$ cat src/rtl/dmem_dma.sv
// dmem_dma: block-copy bus initiator for the data-memory port.
// Copies len 32-bit words from src to dst, ascending, one read and one write
// per word, through the external req/gnt arbiter. Holds only a one-word buffer.
// Optional feature macro: DMA_FILL_EN (adds a fill mode that writes a latched
// pattern to every destination word without reading the source).
`timescale 1ns/1ps

module dmem_dma #(
    parameter int ADDR_W = 32,
    parameter int LEN_W  = 7
) (
    input  logic              clk,
    input  logic              reset,
    input  logic              start,
    input  logic [ADDR_W-1:0] src,
    input  logic [ADDR_W-1:0] dst,
    input  logic [LEN_W-1:0]  len,
    input  logic              fill_mode,
    input  logic [31:0]       fill_val,
    output logic              busy,
    output logic              done,
    output logic              req,
    input  logic              gnt,
    output logic              we,
    output logic [ADDR_W-1:0] a,
    output logic [31:0]       wd,
    input  logic [31:0]       rd
);

    typedef enum logic [1:0] {
        IDLE = 2'd0,
        RD   = 2'd1,
        WR   = 2'd2,
        DONE = 2'd3
    } state_t;

    state_t            r_state;
    state_t            w_next;

    logic [ADDR_W-1:0] r_sptr;
    logic [ADDR_W-1:0] r_dptr;
    logic [LEN_W-1:0]  r_cnt;
    logic [31:0]       r_buf;
    logic              r_fill;

    logic [ADDR_W-1:0] w_srcAligned;
    logic [ADDR_W-1:0] w_dstAligned;
    logic              w_fillReq;
    logic [31:0]       w_fillData;
    logic              w_unusedBits;

    // The two low address bits never reach the bus: all transfers are word aligned.
    assign w_srcAligned = {src[ADDR_W-1:2], 2'b00};
    assign w_dstAligned = {dst[ADDR_W-1:2], 2'b00};

`ifdef DMA_FILL_EN
    // Fill requests are honoured; the pattern is captured into the word buffer at launch.
    assign w_fillReq    = fill_mode;
    assign w_fillData   = fill_val;
    assign w_unusedBits = ^{src[1:0], dst[1:0]};
`else
    // Fill inputs exist on the port list but every transfer is a plain copy.
    assign w_fillReq    = 1'b0;
    assign w_fillData   = 32'h0;
    assign w_unusedBits = ^{src[1:0], dst[1:0], fill_mode, fill_val};
`endif

    // State register; reset aborts any transfer immediately.
    always_ff @(posedge clk or posedge reset) begin
        if (reset) begin
            r_state <= IDLE;
        end else begin
            r_state <= w_next;
        end
    end

    // Next-state logic: a stalled grant simply holds the current state.
    always_comb begin
        w_next = r_state;
        case (r_state)
            IDLE: begin
                if (start) begin
                    if (len == '0) begin
                        w_next = DONE;
                    end else if (w_fillReq) begin
                        w_next = WR;
                    end else begin
                        w_next = RD;
                    end
                end
            end
            RD: begin
                if (gnt) begin
                    w_next = WR;
                end
            end
            WR: begin
                if (gnt) begin
                    if (r_cnt == LEN_W'(1)) begin
                        w_next = DONE;
                    end else if (r_fill) begin
                        w_next = WR;
                    end else begin
                        w_next = RD;
                    end
                end
            end
            DONE: begin
                w_next = IDLE;
            end
            default: begin
                w_next = IDLE;
            end
        endcase
    end

    // Pointers, word count and the single word buffer.
    always_ff @(posedge clk or posedge reset) begin
        if (reset) begin
            r_sptr <= '0;
            r_dptr <= '0;
            r_cnt  <= '0;
            r_buf  <= 32'h0;
            r_fill <= 1'b0;
        end else begin
            case (r_state)
                IDLE: begin
                    if (start) begin
                        r_sptr <= w_srcAligned;
                        r_dptr <= w_dstAligned;
                        r_cnt  <= len;
                        r_fill <= w_fillReq;
                        if (w_fillReq) begin
                            r_buf <= w_fillData;
                        end
                    end
                end
                RD: begin
                    if (gnt) begin
                        r_buf <= rd;
                    end
                end
                WR: begin
                    if (gnt) begin
                        r_sptr <= r_sptr + ADDR_W'(4);
                        r_dptr <= r_dptr + ADDR_W'(4);
                        r_cnt  <= r_cnt - LEN_W'(1);
                    end
                end
                default: begin
                end
            endcase
        end
    end

    // Bus outputs are zero whenever this block is not the granted initiator,
    // so the arbiter can OR them with the processor's port.
    always_comb begin
        busy = (r_state == RD) || (r_state == WR);
        req  = busy;
        done = (r_state == DONE);
        we   = 1'b0;
        a    = '0;
        wd   = 32'h0;
        if (gnt) begin
            if (r_state == RD) begin
                a = r_sptr;
            end else if (r_state == WR) begin
                we = 1'b1;
                a  = r_dptr;
                wd = r_buf;
            end
        end
    end

endmodule

$ cat config.mk
export PLATFORM = sky130hd
export DESIGN_NAME = dmem_dma
export DESIGN_NICKNAME = d
export VERILOG_FILES = /design/src/rtl/dmem_dma.sv
export SDC_FILE = /design/constraint.sdc
export NUM_CORES = 1
export LEC_CHECK = 0
export ABC_AREA = 1
export BUFFER_PORTS_ARGS = -buffer_cell sky130_fd_sc_hd__buf_2
export CAP_MARGIN = 20
export CORE_UTILIZATION = 45
export DETAILED_ROUTE_END_ITERATION = 12
export GPL_TIMING_DRIVEN = 0
export MAX_ROUTING_LAYER = met4
export PLACE_DENSITY = 0.75
export SLEW_MARGIN = 5
export SYNTH_ARGS = -nofsm -noshare
export SYNTH_HDL_FRONTEND = slang
export SYNTH_SLANG_ARGS = --single-unit
$ cat constraint.sdc
create_clock -name clk -period 7.12 [get_ports clk]
set_input_delay 1.068 -clock clk [delete_from_list [all_inputs] [get_ports clk]]
set_output_delay 1.068 -clock clk [all_outputs]
set_load 0.01 [all_outputs]
# Yosys cells after proc, flatten, opt, wreduce, memory -nomap -nowiden
# Index checks and enable logic that the tools add are counted.
# totals
reg_bits,105
in_bits,140
# classes
add_sub_neg,3
eq_ne,7
mux,24
reduce_logical,7
# ops
operator,n
two-way mux 32 bit,10
one-hot mux 32 bit (2 select lines),2
adder 32 x 3 -> 32 bit (second input constant),2
two-way mux 7 bit,2
one-hot mux 7 bit (2 select lines),1
two-way mux 2 bit,5
one-hot mux 2 bit (4 select lines),1
== test 7 x 1 -> 1 bit (second input constant),1
logical NOT 7 bit,1
subtractor 7 x 1 -> 7 bit (second input constant),1
inequality test 2 bit (second input constant),3
AND reduction 3 bit,2
== test 2 bit (second input constant),2
two-way mux 1 bit,3
== test 2 x 1 -> 1 bit (second input constant),1
logical NOT 2 bit,1
AND reduction 2 bit,1
nonzero test 2 bit,1
logical OR 1 bit,1

# Logic depth before layout (Yosys ltp)
# depth
ltp_word,4
ltp_mapped,11
ltp_nobuf,10

# Worst setup path after synthesis
# Ideal clock, no wire load.
# synth_path
kind,input port to output port
from,input port gnt
to,output port a[28]
t_arrival_ns,1.872
t_required_ns,6.052
path_slack_ns,4.180
path_stages,5
n_path_buf,3
cell_sequence,nand2_1 buf_2 buf_2 buf_2 o22ai_1
# synth_between
elab_chain_cells,1
# synth_lines
element,line,source
"start, declared",23,"input logic gnt,"
two-way mux 32 bit,165,if (gnt) begin
"end, declared",25,"output logic [ADDR_W-1:0] a,"
# No other way between the ends.

# Final worst setup path
# layout_path
from,input port gnt
to,output port a[9]
# Same word-level chain as after synthesis.

==> summary.txt <==
Power Density -> 461 nW/um2
Design area -> 8590 um2
Clk_lat worst skew -> 0.37 ns
#FFs+latches synth -> 101
Buffers on Ports -> 168
Area of the multi-input gates -> 3890 um2
Yosys top cell by area -> dfrtp_1
Antenna viol nets, final -> 0
Vias per cell -> 5.33
Synth-to-layout area growth -> 19.8%
Setup crit end kind -> primary output
Detailed-route wire length -> 26.1 mm
Leakage -> 4.48 nW
Setup-failing EPs final -> 0
Core area -> 15400 um2
Largest cells by area after synthesis -> dfrtp_1 (35%), nand2_1 (17%), nor2_1 (9.9%)
Final Skew -> 0.00910 ns
CTS H-Tree Depth -> 3
Fmax -> 278 MHz
Post-synth EDFFs -> 0
CTS resizes -> 0
Grt ovf -> 0
I/O pins -> 208
Router iterations before antenna repair -> 5
Initial antenna violation count -> 0
Switching share of power -> 0.517
Rows -> 45
Net Switching -> 2.05 mW
Distinct cells, synth -> 34
Synthesized instance count -> 1103
NumNets Final -> 1434
Int Pwr -> 1.91 mW
Slew margin rel. -> 0.431
Count leader, synth -> nand2_1
Final worst path period need -> 3.59 ns
YS warnings -> 0
Reg clk slew, reported paths -> 0.08 ns
Final Hold Fails -> 0
Setup TNS -> 0 ns
Worst vdd ir -> 219 uV
Vias in the first global route -> 7415
Register area -> 2530 um2
Iter 0 DRT Violations -> 804
Final Slew Violations -> 0
Top-area cell type share of the netlist area -> 0.352
Asr flop ratio synth -> 1.00
Post-DP HPWL -> 20.0 mm
Synth Area per Inst -> 6.51 um2
Worst Hold Class -> register to register
Largest net degree at the start of global routing -> 55
Clock root buffer -> clkbuf_16
Worst slew pin tran -> 0.854 ns
TritonCTS buffer count -> 9
Clock share of power -> 0.125
Die area -> 16500 um2
CP Class -> primary input to primary output
Post-placement cell area -> 8310 um2
Layout cells sized above 1 -> 0.210
Slack of the worst reg-to-reg path -> 4.87 ns
RSZ-0062 raised after global routing -> no
Status -> complete, no violations
Worst EP arrival -> 2.52 ns
Initial Util -> 0.467
Setup bufs post-CTS -> 0
Sequential Power Share -> 0.290
Die height -> 128 um
Total GRT Usage -> 0.335
Critical Path Fanout Max -> 10
Longest Clk Path Bufs -> 2
CTS tree -> yes
CTS Hold Bufs -> 0
Max-cap violations -> 0
Via count -> 7994
Most frequent cells after synthesis -> nand2_1 (330), nor2_1 (189), inv_1 (129)
Top FF cell, synth -> dfrtp_1
CTS Sinks -> 101
Seq/Total Area, Yosys -> 0.352
Critical Path RT -> 6.05 ns
DRC viols -> 0
Mapped Area -> 7180 um2
Die W -> 128 um
Final period utilization -> 0.505
GP Congestion -> 1.02
WL/cell -> 17.4 um
Fillcell total -> 1602
Combinational Power Share -> 0.585
First-pass GRT wire length -> 40.1 mm
Critical path launch point type -> primary input
Diodes inserted -> 0
path summary, 6_finish.rpt:
kind | start | to | depth (start not counted)
worst min-delay path | r_buf[0] | r_buf[0] | 1
worst min register to register | r_buf[0] | r_buf[0] | 1
min in group asynchronous | reset | r_buf[25] | 2
worst max-delay path | gnt | a[9] | 7
worst max register to register | r_state[0] | r_sptr[14] | 10
max in group asynchronous | reset | r_sptr[23] | 3
logic make-up after synthesis:
group | after synthesis | synth area share
and+or+nand+nor | 633 | 0.357
buffers and inverters | 182 | 0.106
AOI/OAI and AO/OA | 144 | 0.118
DFF | 101 | 0.352
muxes | 27 | 0.0424
adders and majority gates | 10 | 0.0174
xor gates and xnor gates | 5 | 0.00610
other | 1 | 0.000523
sequential cells by signal (all words and copies together), names as in the netlist:
register	count
r_sptr	30
r_dptr	30
r_cnt	7
r_state	2
r_buf	32
worst max-delay path, cell delays in order:
cell and delay (ns):
buf_2 0.14, nand2_1 0.11, buf_2 0.28, buf_2 0.29, buf_2 0.30, o32ai_1 0.17, buf_2 0.17
routing by layer:
metal  wire length [um]  vias up  share of wire  global-route usage
li1                   -     3858              -                   -
met1              10800     3642           0.41               0.424
met4                792        0          0.030               0.122
met2              12000      436           0.46               0.523
met5                  0        -              0                   -
met3               2540       58          0.097              0.0780
cells in the final DEF (no fill, tap or decap), drive strengths merged, types with 3 or more instances in the layout:
cell type,count
nor2,196
o21a,7
mux2,27
a22oi,6
a21oi,37
ha,10
or2,11
o32ai,3
o211ai,4
xor2,5
clkbuf,23
nor3,7
nand3,83
nand2,330
inv,135
o22ai,33
o21ai,46
and2,3
buf,205
dfrtp,101
metrics by stage:
step           cells  setup WS (ns)  hold WS (ns)   util  power [mW]
3_3_place_gp    1483           1.96         0.487  0.539        3.35
3_5_place_dp    1484           3.54         0.493  0.541        3.41
5_1_grt         1499           3.44         0.528  0.559        4.24
4_1_cts         1499           3.54         0.512  0.559        3.90
6_report        1499           3.53         0.509  0.559        3.96
2_1_floorplan   1104           3.40         0.470      -        2.65
layout make-up:
class,count,area share
Clock inverter,6,0.00626
Clock buffer,9,0.0262
Buffer,50,0.0309
Inverter,132,0.0579
Timing Repair Buffer,169,0.101
Sequential cell,101,0.294
Tap cell,211,0.0307
Multi-Input combinational cell,821,0.453
power by group through the flow:
stage          Combinational (mW)  Sequential, mW  Clock, mW
2_1_floorplan                1.59            1.07          0
3_3_place_gp                 2.21            1.14          0
3_5_place_dp                 2.26            1.14          0
4_1_cts                      2.27            1.14      0.497
5_1_grt                      2.54            1.18      0.516
6_report                     2.32            1.15      0.493
Note: power is estimated with default switching activity, not from simulation.
